[src/rtl/addsub_pipe.sv]
// addsub_pipe: pipelined two's-complement adder/subtracter.
// The carry chain is cut into STAGES slices of SLICE bits with a register
// between slices. Each op carries its own add/sub and wrap/saturate select.
// A single global enable (out_ready | ~out_valid) advances or freezes the
// whole pipe, giving valid/ready streaming at one op per cycle.
module addsub_pipe #(
  parameter int WIDTH  = 16,
  parameter int STAGES = 2
) (
  input  logic             clk,
  input  logic             rst_n,
  input  logic             in_valid,
  output logic             in_ready,
  input  logic [WIDTH-1:0] a,
  input  logic [WIDTH-1:0] b,
  input  logic             op_sub,
  input  logic             op_sat,
  output logic             out_valid,
  input  logic             out_ready,
  output logic [WIDTH-1:0] result,
  output logic             cout,
  output logic             ovf,
  output logic             zero,
  output logic             neg
);

  localparam int SLICE = WIDTH / STAGES;
  // Inter-stage registers exist only between slices; keep at least one entry
  // so the array is legal when STAGES == 1.
  localparam int NPIPE = (STAGES > 1) ? STAGES - 1 : 1;

  // Everything an op needs while it walks down the carry chain. Operands are
  // kept raw (b is inverted per slice); sum collects finished slices in place.
  typedef struct packed {
    logic             vld;
    logic [WIDTH-1:0] a;
    logic [WIDTH-1:0] b;
    logic             sub;
    logic             sat;
    logic             cy;
    logic [WIDTH-1:0] sum;
  } stage_t;

  logic           en;
  stage_t         pipe_q  [NPIPE];
  stage_t         stg_in  [STAGES];
  stage_t         stg_out [STAGES];
  logic [SLICE:0] slice_sum [STAGES];

  stage_t           fin;
  logic             sign_a;
  logic             sign_b;
  logic             sign_r;
  logic             ovf_d;
  logic             zero_d;
  logic             neg_d;
  logic [WIDTH-1:0] res_d;

  // One enable for every stage: move when the output slot is free or draining.
  assign en       = out_ready | ~out_valid;
  assign in_ready = en;

  // Slice adders: stage k adds its SLICE of a and (possibly inverted) b plus
  // the carry registered by stage k-1; stage 0 takes op_sub as carry-in.
  always_comb begin
    stg_in[0]     = '0;
    stg_in[0].vld = in_valid;
    stg_in[0].a   = a;
    stg_in[0].b   = b;
    stg_in[0].sub = op_sub;
    stg_in[0].sat = op_sat;
    stg_in[0].cy  = op_sub;
    for (int k = 1; k < STAGES; k++) begin
      stg_in[k] = pipe_q[k-1];
    end
    for (int k = 0; k < STAGES; k++) begin
      slice_sum[k] = {1'b0, stg_in[k].a[k*SLICE +: SLICE]}
                   + {1'b0, stg_in[k].b[k*SLICE +: SLICE] ^ {SLICE{stg_in[k].sub}}}
                   + {{SLICE{1'b0}}, stg_in[k].cy};
      // NOTE: every field of stg_out is assigned from stg_in before the slice
      // is patched in, so no path through this block can infer a latch.
      stg_out[k]                          = stg_in[k];
      stg_out[k].sum[k*SLICE +: SLICE]    = slice_sum[k][SLICE-1:0];
      stg_out[k].cy                       = slice_sum[k][SLICE];
    end
  end

  // Last stage: derive flags from the raw sum, then apply saturation.
  always_comb begin
    fin    = stg_out[STAGES-1];
    sign_a = fin.a[WIDTH-1];
    sign_b = fin.b[WIDTH-1] ^ fin.sub;
    sign_r = fin.sum[WIDTH-1];
    ovf_d  = (sign_a == sign_b) && (sign_r != sign_a);
    res_d  = fin.sum;
    if (fin.sat && ovf_d) begin
      res_d = sign_a ? {1'b1, {(WIDTH-1){1'b0}}} : {1'b0, {(WIDTH-1){1'b1}}};
    end
    zero_d = (res_d == '0);
    neg_d  = res_d[WIDTH-1];
  end

  // Pipeline and output registers: all advance together on en, hold otherwise.
  always_ff @(posedge clk or negedge rst_n) begin
    if (!rst_n) begin
      // NOTE: the operand/sum registers are cleared too, not just the valids,
      // so the outputs read as zero while in reset and after a mid-op reset.
      for (int k = 0; k < NPIPE; k++) begin
        pipe_q[k] <= '0;
      end
      out_valid <= 1'b0;
      result    <= '0;
      cout      <= 1'b0;
      ovf       <= 1'b0;
      zero      <= 1'b0;
      neg       <= 1'b0;
    end else if (en) begin
      // NOTE: non-blocking updates let each stage read the previous stage's
      // old value within the same edge, which is what makes this a pipeline.
      for (int k = 0; k < STAGES - 1; k++) begin
        pipe_q[k] <= stg_out[k];
      end
      out_valid <= fin.vld;
      result    <= res_d;
      cout      <= fin.cy;
      ovf       <= ovf_d;
      zero      <= zero_d;
      neg       <= neg_d;
    end
  end

endmodule

[config.mk]
export PLATFORM = sky130hd
export DESIGN_NAME = addsub_pipe
export DESIGN_NICKNAME = d
export VERILOG_FILES = /design/src/rtl/addsub_pipe.sv
export SDC_FILE = /design/constraint.sdc
export NUM_CORES = 1
export LEC_CHECK = 0
export ABC_AREA = 1
export BUFFER_PORTS_ARGS = -buffer_cell sky130_fd_sc_hd__buf_2
export CORE_ASPECT_RATIO = 0.5
export CORE_UTILIZATION = 38
export CTS_CLUSTER_SIZE = 25
export DETAILED_ROUTE_END_ITERATION = 8
export SLEW_MARGIN = 15
export SYNTH_ARGS = -nofsm -noshare
export SYNTH_HDL_FRONTEND = slang
export SYNTH_SLANG_ARGS = --single-unit
[constraint.sdc]
create_clock -name clk -period 3.4 [get_ports clk]
set_input_delay 0.51 -clock clk [delete_from_list [all_inputs] [get_ports clk]]
set_output_delay 0.51 -clock clk [all_outputs]
set_load 0.005 [all_outputs]
==> metrics.txt, run 1 <==
P_sw=between 0.8 and 0.9 mW; power density over cell area=666 nW/um2; Die ar.=roughly 7600 um2; clk_skew=0.00782 ns; RSZ-0062 raised after global routing=false; CP endpoint kind=register; GPL Wtd Cong=~0.8; chip width=around 120 um; layout cells sized above 1=0.210; io pins=60; initial antenna violation count=0; CTS tree=done; Synth top area share=0.438; Final Slew Violations=0; most common cell in the synthesized netlist=nand2_1; setup ws final=approximately 0.9 ns; Worst-Margin Slew=between 0.6 and 0.7 ns; async set or reset register ratio after synthesis=1.00; H-tree levels=2; fill count=between 600 and 700; Post-Syn Area=2750 um2; largest family of logic cells by synthesized area=simple AND/OR/NAND/NOR gates; Remaining Overflow, GRT=0; Switching Share=0.372; Clock Sinks=48; Net count, final=about 440; hold buffers post-CTS=0; post-route ant nets=0; die height=about 62 um; fmax=approximately 0.4 GHz; Post-route DRC=0; Post-synth top flop=dfrtp_1; Net Count, Synth=389; Clock power frac=0.235; final setup vio count=0; via count=approximately 2300; Pint=about 1.4 mW; area grow syn2layout=18.7%; final period utilization=0.728; Synth Area in XOR/XNOR=0.0702; core area=~6800 um2; Total Routing Usage GR=0.172; Avg Cell Area, Syn=~8 um2; cells after synthesis=around 330; CP Data Required Time=~3.6 ns; Starting Density=0.402; Final min period=~2.5 ns; post-CTS setup buffers=0; Critical Path AT=2.71 ns; pin count of the biggest net entering global routing=between 40 and 50; CTS buffer count=5; share of total power in combinational logic=0.388; WL final=about 6 mm; number of synthesized flops with an enable pin=0; maximum fanout along the worst path=19; max-cap viol count=0; wire length of the first global-routing pass=10.4 mm; Seq/Total Area, Yosys=0.438; Synth Area in Adders=0.0857; HPWL after DPL=between 4 and 5 mm; dominant cell type by area after synthesis=dfrtp_1; synth unique cells=34; setup TNS=0 ns; Peak VDD IR=206 uV; synth top area cells=dfrtp_1 44%, nand2_1 15%, ha_1 6.4%; outcome=finished, final reports clean; maximum root-to-sink buffer count=2; Via-to-Cell Ratio=roughly 4.8; Pre-antenna DRT Iters=4; FP Rows=21; synth warn=0; # port buffers=59; post_cts resized=0; final-report hold violation count=0; Pleak=roughly 1.7 nW; 1st-iter DRT viols=roughly 140; Reg clk slew, reported paths=roughly 0.070 ns; CTS root buf=clkbuf_16; Synth top cells by count=107 x nand2_1, 48 x dfrtp_1, 26 x inv_1; synthesized flop and latch total=48; Worst Setup Start Kind=register; vias in the first global route=between 2000 and 2500; dpl ws=roughly 0.93 ns; antenna cells=0; clk_lat worst skew=approximately 0.29 ns; post-synthesis mux area share=0; Seq pwr share=0.377; detailed-route wire length per cell=about 12 um; Crit Path Category=reg2reg; post-synthesis simple-gate area fraction=0.243; post-synthesis compound-gate area fraction=0.101; Hold/Removal Path Class=in2async; Slew HR=0.545
[stage by stage]
stage                     instance area [um2]  power [mW]  hold slack (ns)   util  cells
after floorplan                          2750        1.40            0.214      -    334
after CTS                                3260        2.20            0.412  0.477    482
after detailed placement                 3100        1.67            0.428  0.454    474
after global routing                     3260        2.35            0.280  0.477    482
final                                    3260        2.17            0.231  0.477    482
after global placement                   3100        1.66            0.427  0.454    474
[area by class of cell]
cell class | instances | area [um2] | area share
clock buffers | 6 | 139 | 0.0426
clock inverters | 2 | 13.8 | 0.00422
inverters | 27 | 101 | 0.0311
multi-input cells | 246 | 1380 | 0.422
flip-flops and latches | 48 | 1200 | 0.369
well taps | 92 | 115 | 0.0353
repair buffers | 61 | 313 | 0.0960
[critical path, cell delays in order (launching register included)]
cell and delay, ns:
dfrtp_1 0.63, xor2_1 0.22, ha_1 0.30, nand2_1 0.11
inv_1 0.07, a21oi_4 0.18, nand2_2 0.10, nand2_2 0.09
nand4_4 0.22, nand2_1 0.17, nand3_1 0.09, nor2_1 0.09
nand3_1 0.08, nand2_1 0.06
[final timing paths]
check | from | cells after the start | endpoint | slack [ns]
max in group asynchronous | rst_n | 1 | result[10] | 2.75
hold reg to reg | fin[51] | 2 | out_valid | 0.44
min in group clk | a[13] | 3 | fin[48] | 0.42
hold / removal | rst_n | 1 | fin[51] | 0.23
setup reg to reg | fin[18] | 13 | zero | 0.92
setup / recovery | fin[18] | 13 | zero | 0.92
[flip-flops by register name (all words and copies together), names as in the netlist]
register   count
zero           1
cout           1
ovf            1
out_valid      1
pipe_q         1
fin           27
result        16
[metal layers]
metal,GRT usage,share of wire
met1,0.253,0.50
met2,0.265,0.45
met3,0.0267,0.037
met4,0.0366,0.0088
met5,0,0
[layout by cell type, fill, tap and decap left out, drive strengths merged]
cell	count
nor2	25
dfrtp	48
a31oi	2
fa	3
o21ai	20
clkbuf	6
a21boi	1
nand3	14
xor2	19
buf	61
o21a	1
a22oi	1
inv	28
o22ai	1
a21oi	22
nand3b	1
or2	2
nand4	5
clkinv	1
xnor2	3
nand2	111
o31ai	1
ha	14
[logic make-up (layout without fill, tap and decap cells)]
kind of cell | Yosys count | in the layout
AO/OA/AOI/OAI | 49 | 49
AND/OR/NAND/NOR | 158 | 158
flip-flops | 48 | 48
adder cells (fa/ha/maj) | 17 | 17
XOR/XNOR | 22 | 22
buffers and inverters | 40 | 96
[power groups by stage]
stage	clock network, mW	registers [mW]	logic (mW)
6_report	0.510	0.819	0.841
5_1_grt	0.547	0.840	0.963
4_1_cts	0.527	0.822	0.850
3_5_place_dp	0	0.831	0.843
3_3_place_gp	0	0.831	0.826
2_1_floorplan	0	0.822	0.579
Power figures use the tool's default switching activity.
==> inputs of run 2 (changes only) <==
==> constraint.sdc (replaced) <==
create_clock -name clk -period 2.2 [get_ports clk]
set_input_delay 0.33 -clock clk [delete_from_list [all_inputs] [get_ports clk]]
set_output_delay 0.33 -clock clk [all_outputs]
set_load 0.005 [all_outputs]
==> metrics.txt, run 2 (synthesized netlist as in run 1, its figures left out) <==
RSZ-0062 raised after global routing=true (was false); Non-Filler Instances=510 (was 482); dpl ws=-0.148 ns (was 0.930 ns); final-report hold violation count=0 (unchanged); final core utilization=0.541 (was 0.477); Post-route DRC=0 (unchanged); Pleak=1.92 nW (was 1.74 nW); final setup vio count=12 (was 0); detailed-route wire length per cell=12.3 um (was 12.5 um); Net count, final=473 (was 444); cell chain of the critical path=xor2_1 -> ha_1 -> nand2_2 -> inv_2 -> a21oi_4 -> nand2_4 -> nand2_4 -> buf_12 -> nand4_4 -> buf_12 -> buf_8 -> nand2_2 -> a21oi_2 (was xor2_1 -> ha_1 -> nand2_1 -> inv_1 -> a21oi_4 -> nand2_2 -> nand2_2 -> nand4_4 -> nand2_1 -> nand3_1 -> nor2_1 -> nand3_1 -> nand2_1); Worst-Margin Slew=0.606 ns (was 0.682 ns); family with the most delay on the worst path=flip-flops (was simple AND/OR/NAND/NOR gates); fill count=648 (was 680); Final min period=2.33 ns (was 2.48 ns); commonest non-fill, non-tap cells in the layout=92 x nand2_1, 59 x buf_2, 47 x dfrtp_1 (was 107 x nand2_1, 58 x buf_2, 48 x dfrtp_1); Crit Path Category=reg2reg (unchanged); commonest non-fill, non-tap cell in the layout=nand2_1 (unchanged); FF-to-FF End=result[13] (was zero); worst r2r path cells=13 (unchanged); Buf+Inv Stages, Crit Path=4 (was 1); H-tree levels=2 (unchanged); post-route ant nets=0 (unchanged); Top Metal Used=met4 (unchanged); CTS tree=done (unchanged); vias in the first global route=2314 (was 2297); 1st-iter DRT viols=123 (was 136); RR Startpoint=fin[18] (unchanged); area grow syn2layout=34.5% (was 18.7%); Hold/Removal Path Class=in2async (unchanged); initial antenna violation count=0 (unchanged); Peak VDD IR=383 uV (was 206 uV); r2r setup slk=-0.13 ns (was 0.92 ns); die height=62.1 um (unchanged); Remaining Overflow, GRT=0 (unchanged); Pre-antenna DRT Iters=4 (unchanged); layout cells sized above 1=0.344 (was 0.210); GPL Wtd Cong=0.821 (was 0.800); Detail Route met2 WL=2.78 mm (was 2.71 mm); maximum fanout along the worst path=8 (was 19); Met3 Wirelength=183 um (was 225 um); Clock Sinks=48 (unchanged); via count=2359 (was 2293); Starting Density=0.402 (unchanged); FP Rows=21 (unchanged); Total Routing Usage GR=0.175 (was 0.172); max FFs per register=27 (unchanged); M1 WL=3.24 mm (was 3.03 mm); maximum root-to-sink buffer count=2 (unchanged); WL final=6.25 mm (was 6.01 mm); Post-Place Cells=493 (was 474); Critical Path AT=2.50 ns (was 2.71 ns); # port buffers=59 (unchanged); Slew HR=0.596 (was 0.545); final period utilization=1.06 (was 0.728); Final Slew Violations=0 (unchanged); Critical Path Stages=13 (unchanged); Worst Setup Start Kind=register (unchanged); CTS root buf=clkbuf_16 (unchanged); chip width=122 um (unchanged); setup ws final=-0.128 ns (was 0.924 ns); wire length of the first global-routing pass=10.6 mm (was 10.4 mm); worst setup path startpoint=fin[18] (unchanged); pin count of the biggest net entering global routing=49 (unchanged); Via-to-Cell Ratio=4.63 (was 4.76); outcome=complete, but fails checks (was finished, final reports clean); clk_skew=0.00894 ns (was 0.00782 ns); Largest stage delay, worst path=0.49 ns (was 0.63 ns); CP Data Required Time=2.37 ns (was 3.63 ns); core area=6830 um2 (unchanged); power density over cell area=1040 nW/um2 (was 666 nW/um2); Hold Slack=0.129 ns (was 0.231 ns); CTS buffer count=5 (unchanged); antenna cells=0 (unchanged); clk_lat worst skew=0.29 ns (about the same); HPWL after DPL=4.60 mm (was 4.52 mm); io pins=60 (unchanged); failing checks=setup timing; Reg clk slew, reported paths=0.06 ns (was 0.07 ns); Die ar.=7590 um2 (unchanged); CP endpoint kind=register (unchanged); slowest CP cell=dfrtp_2 (was dfrtp_1); fmax=0.430 GHz (was 0.404 GHz); max-cap viol count=0 (unchanged)
run 2: cell types whose count changed in the layout (fill, tap and decap cells not counted), sizes merged:
cell / previous run / this run
buf: 61 / 89
clkbuf: 6 / 5
clkinvlp: 0 / 1
inv: 28 / 27
nand4: 5 / 6
run 2: timing repair:
action	4_1_cts	5_1_grt
gates cloned	1	0
setup endpoints to repair	15	15
pin swaps	11	10
setup buffers	2	7
gates resized for setup	9	49
hold buffers	0	0
run 2: worst reg2reg max path, stage by stage (launching register included):
cell     delay, ns
dfrtp_2       0.49
xor2_1        0.20
ha_1          0.33
nand2_2       0.10
inv_2         0.05
a21oi_4       0.23
nand2_4       0.10
nand2_4       0.10
buf_12        0.10
nand4_4       0.12
buf_12        0.18
buf_8         0.13
nand2_2       0.05
a21oi_2       0.04
run 2: worst max-delay path by stage:
stage,end,slack (ns)
global placement,zero,-0.03
global route,zero,-0.28
CTS,zero,-0.05
detailed placement,zero,-0.15
floorplan,zero,0.06
finish,result[13],-0.13
run 2: area by class of cell:
cell class | count | area (um2) | area share
repair buffers | 89 | 561 | 0.152
multi-input cells | 247 | 1570 | 0.425
inverters | 27 | 109 | 0.0295
well taps | 92 | 115 | 0.0312
clock inverters | 2 | 12.5 | 0.00339
clock buffers | 5 | 125 | 0.0339
flip-flops and latches | 48 | 1200 | 0.326
run 2: stage by stage:
| stage | cell area, um2 | setup TNS [ns] | total power [mW] |
|---|---|---|---|
| 3_5_place_dp | 3250 | -0.583 | 2.72 |
| 4_1_cts | 3440 | -0.0472 | 3.52 |
| 3_3_place_gp | 3250 | -0.0261 | 2.70 |
| 2_1_floorplan | 2750 | 0 | 2.17 |
| 6_report | 3690 | -1.30 | 3.85 |
| 5_1_grt | 3690 | -2.66 | 4.15 |
run 2: report_power, final:
group          switching [mW]  leakage, nW  internal, mW  total, mW
logic                   0.968         1.29         0.864       1.83
clock network           0.316       0.0657         0.413      0.729
registers               0.169        0.569          1.12       1.29
total                    1.45         1.92          2.40       3.85
run 2: routing by layer:
layer | global-route usage | up-vias
met5 | 0 | -
met2 | 0.263 | 34
met1 | 0.260 | 1086
met3 | 0.0322 | 5
li1 | - | 1234
met4 | 0.0412 | 0
==> inputs of run 3 (changes only) <==
--- a/config.mk
+++ b/config.mk
@@ -8,6 +8,7 @@
 export ABC_AREA = 1
 export BUFFER_PORTS_ARGS = -buffer_cell sky130_fd_sc_hd__buf_2
 export CORE_ASPECT_RATIO = 0.5
+export CORE_MARGIN = 2
 export CORE_UTILIZATION = 38
 export CTS_CLUSTER_SIZE = 25
 export DETAILED_ROUTE_END_ITERATION = 8
==> metrics.txt, run 3 (synthesized netlist as in run 1, its figures left out) <==
outcome=complete, but fails checks (unchanged); failing checks=setup timing (unchanged); setup ws final=-0.0818 ns (was -0.128 ns); core area=6830 um2 (unchanged); H-tree levels=2 (unchanged); via count=2413 (was 2359); CP most frequent cell=nand2_1; Die ar.=7960 um2 (was 7590 um2); Buf+Inv Stages, Crit Path=0 (was 4); pin count of the biggest net entering global routing=49 (unchanged); Via-to-Cell Ratio=4.78 (was 4.63); area of the multi-input gates=1550 um2 (was 1570 um2); final setup vio count=3 (was 12); Worst Setup Start Kind=register (unchanged); Final Slew Violations=0 (unchanged); Switching Share=0.371 (was 0.377); Largest stage delay, worst path=0.49 ns (about the same); final-report hold violation count=0 (unchanged); wire length of the first global-routing pass=11.1 mm (was 10.6 mm); CTS tree=done (unchanged); vias in the first global route=2454 (was 2314); FP Rows=21 (unchanged); 1st-iter DRT viols=136 (was 123); area grow syn2layout=32.8% (was 34.5%); layout cells sized above 1=0.332 (was 0.344); Post-Place Cells=490 (was 493); setup TNS=-0.113 ns (was -1.30 ns); Slew HR=0.588 (was 0.596); Clock power frac=0.234 (was 0.189); Final min period=2.28 ns (was 2.33 ns); Pint=2.46 mW (was 2.40 mW); die height=64.1 um (was 62.1 um); Seq pwr share=0.328 (was 0.336); Crit Path Category=reg2reg (unchanged); maximum fanout along the worst path=7 (was 8); Critical Path AT=2.52 ns (was 2.50 ns); WL final=6.73 mm (was 6.25 mm); power density over cell area=1070 nW/um2 (was 1040 nW/um2); fmax=0.438 GHz (was 0.430 GHz); final period utilization=1.04 (was 1.06); max FFs per register=27 (unchanged); share of total power in combinational logic=0.439 (was 0.475); maximum root-to-sink buffer count=2 (unchanged); hold buffers post-CTS=0 (unchanged); GPL Wtd Cong=0.813 (was 0.821); CTS root buf=clkbuf_16 (unchanged); commonest non-fill, non-tap cells in the layout=95 x nand2_1, 59 x buf_2, 47 x dfrtp_1 (was 92 x nand2_1, 59 x buf_2, 47 x dfrtp_1); final core utilization=0.534 (was 0.541); FF+latch area=1200 um2 (unchanged); RSZ-0062 raised after global routing=true (unchanged); Clock Sinks=48 (unchanged); initial antenna violation count=0 (unchanged); Net count, final=467 (was 473); CP Data Required Time=2.44 ns (was 2.37 ns); Non-Filler Instances=505 (was 510); max-cap viol count=0 (unchanged); chip width=124 um (was 122 um); dpl ws=-0.140 ns (was -0.148 ns); Hold/Removal Path Class=in2async (unchanged); post-route ant nets=0 (unchanged); # port buffers=59 (unchanged); cell chain of the critical path=xor2_1 -> ha_1 -> nand2_1 -> nand2_2 -> a21oi_4 -> nand2_4 -> nand2_4 -> nand4_4 -> nand2_1 -> nand3_1 -> nor2_1 -> nand3_1 -> nand2_1 (was xor2_1 -> ha_1 -> nand2_2 -> inv_2 -> a21oi_4 -> nand2_4 -> nand2_4 -> buf_12 -> nand4_4 -> buf_12 -> buf_8 -> nand2_2 -> a21oi_2); antenna cells=0 (unchanged); Starting Density=0.402 (unchanged); commonest non-fill, non-tap cell in the layout=nand2_1 (unchanged); Worst-Margin Slew=0.617 ns (was 0.606 ns); family with the most delay on the worst path=simple AND/OR/NAND/NOR gates (was flip-flops); Remaining Overflow, GRT=0 (unchanged); CP endpoint kind=register (unchanged); HPWL after DPL=4.80 mm (was 4.60 mm); clk_lat worst skew=0.29 ns (about the same); P_sw=1.45 mW (about the same); Pleak=1.89 nW (was 1.92 nW); Total Routing Usage GR=0.175 (about the same); detailed-route wire length per cell=13.3 um (was 12.3 um); Reg clk slew, reported paths=0.07 ns (was 0.06 ns); Post-route DRC=0 (unchanged); CTS buffer count=5 (unchanged); Peak VDD IR=378 uV (was 383 uV); clk_skew=0.00746 ns (was 0.00894 ns); fill count=657 (was 648); io pins=60 (unchanged); Pre-antenna DRT Iters=4 (unchanged); slowest CP cell=dfrtp_2 (unchanged)
==> run 3: area by class of cell <==
cell class | count | area share
well taps | 92 | 0.0316
flip-flops and latches | 48 | 0.330
inverters | 27 | 0.0285
clock inverters | 2 | 0.0106
repair buffers | 83 | 0.137
multi-input cells | 247 | 0.425
clock buffers | 6 | 0.0381
==> run 3: power by group through the flow <==
stage / clock [mW] / sequential, mW / combinational, mW
floorplan: 0 / 1.27 / 0.895
global placement: 0 / 1.28 / 1.38
detailed placement: 0 / 1.29 / 1.41
CTS: 0.930 / 1.28 / 1.52
global route: 0.973 / 1.32 / 1.90
finish: 0.912 / 1.28 / 1.71
==> run 3: worst register-to-register path: stages, from the launching register on <==
cell and delay (ns):
dfrtp_2 0.49, xor2_1 0.19, ha_1 0.34, nand2_1 0.10, nand2_2 0.08, a21oi_4 0.17
nand2_4 0.09, nand2_4 0.11, nand4_4 0.15, nand2_1 0.15, nand3_1 0.10, nor2_1 0.12
nand3_1 0.07, nand2_1 0.06
==> run 3: what timing repair did <==
action | 4_1_cts | 5_1_grt
gates cloned | 1 | 0
endpoints found under the setup margin | 15 | 15
resized for setup | 16 | 35
pin swaps | 4 | 8
setup buffers | 2 | 4
==> run 3: per-stage QoR <==
step	power [mW]	hold slack (ns)	cell area [um2]
2_1_floorplan	2.17	0.0344	2750
3_3_place_gp	2.66	0.427	3220
3_5_place_dp	2.70	0.436	3220
4_1_cts	3.72	0.153	3500
5_1_grt	4.19	0.184	3640
6_report	3.90	0.117	3640
==> run 3: final timing paths <==
kind	startpoint	endpoint	slack, ns	cells past startpoint
worst max-delay path	fin[18]	zero	-0.08	13
worst min-delay path	rst_n	out_valid	0.12	2
worst max register to register	fin[18]	zero	-0.08	13
worst min register to register	fin[51]	out_valid	0.45	2
max in group asynchronous	rst_n	fin[18]	1.62	2
min in group clk	b[8]	fin[27]	0.23	3
==> run 3: routing by layer <==
layer  wire length (um)  up-vias  share of wire  global-route usage
met2               3290       49           0.49               0.291
li1                   -     1227              -                   -
met3                248        9          0.037              0.0536
met1               3100     1128           0.46               0.223
met4                 93        0          0.014              0.0534
met5                  0        -              0                   0
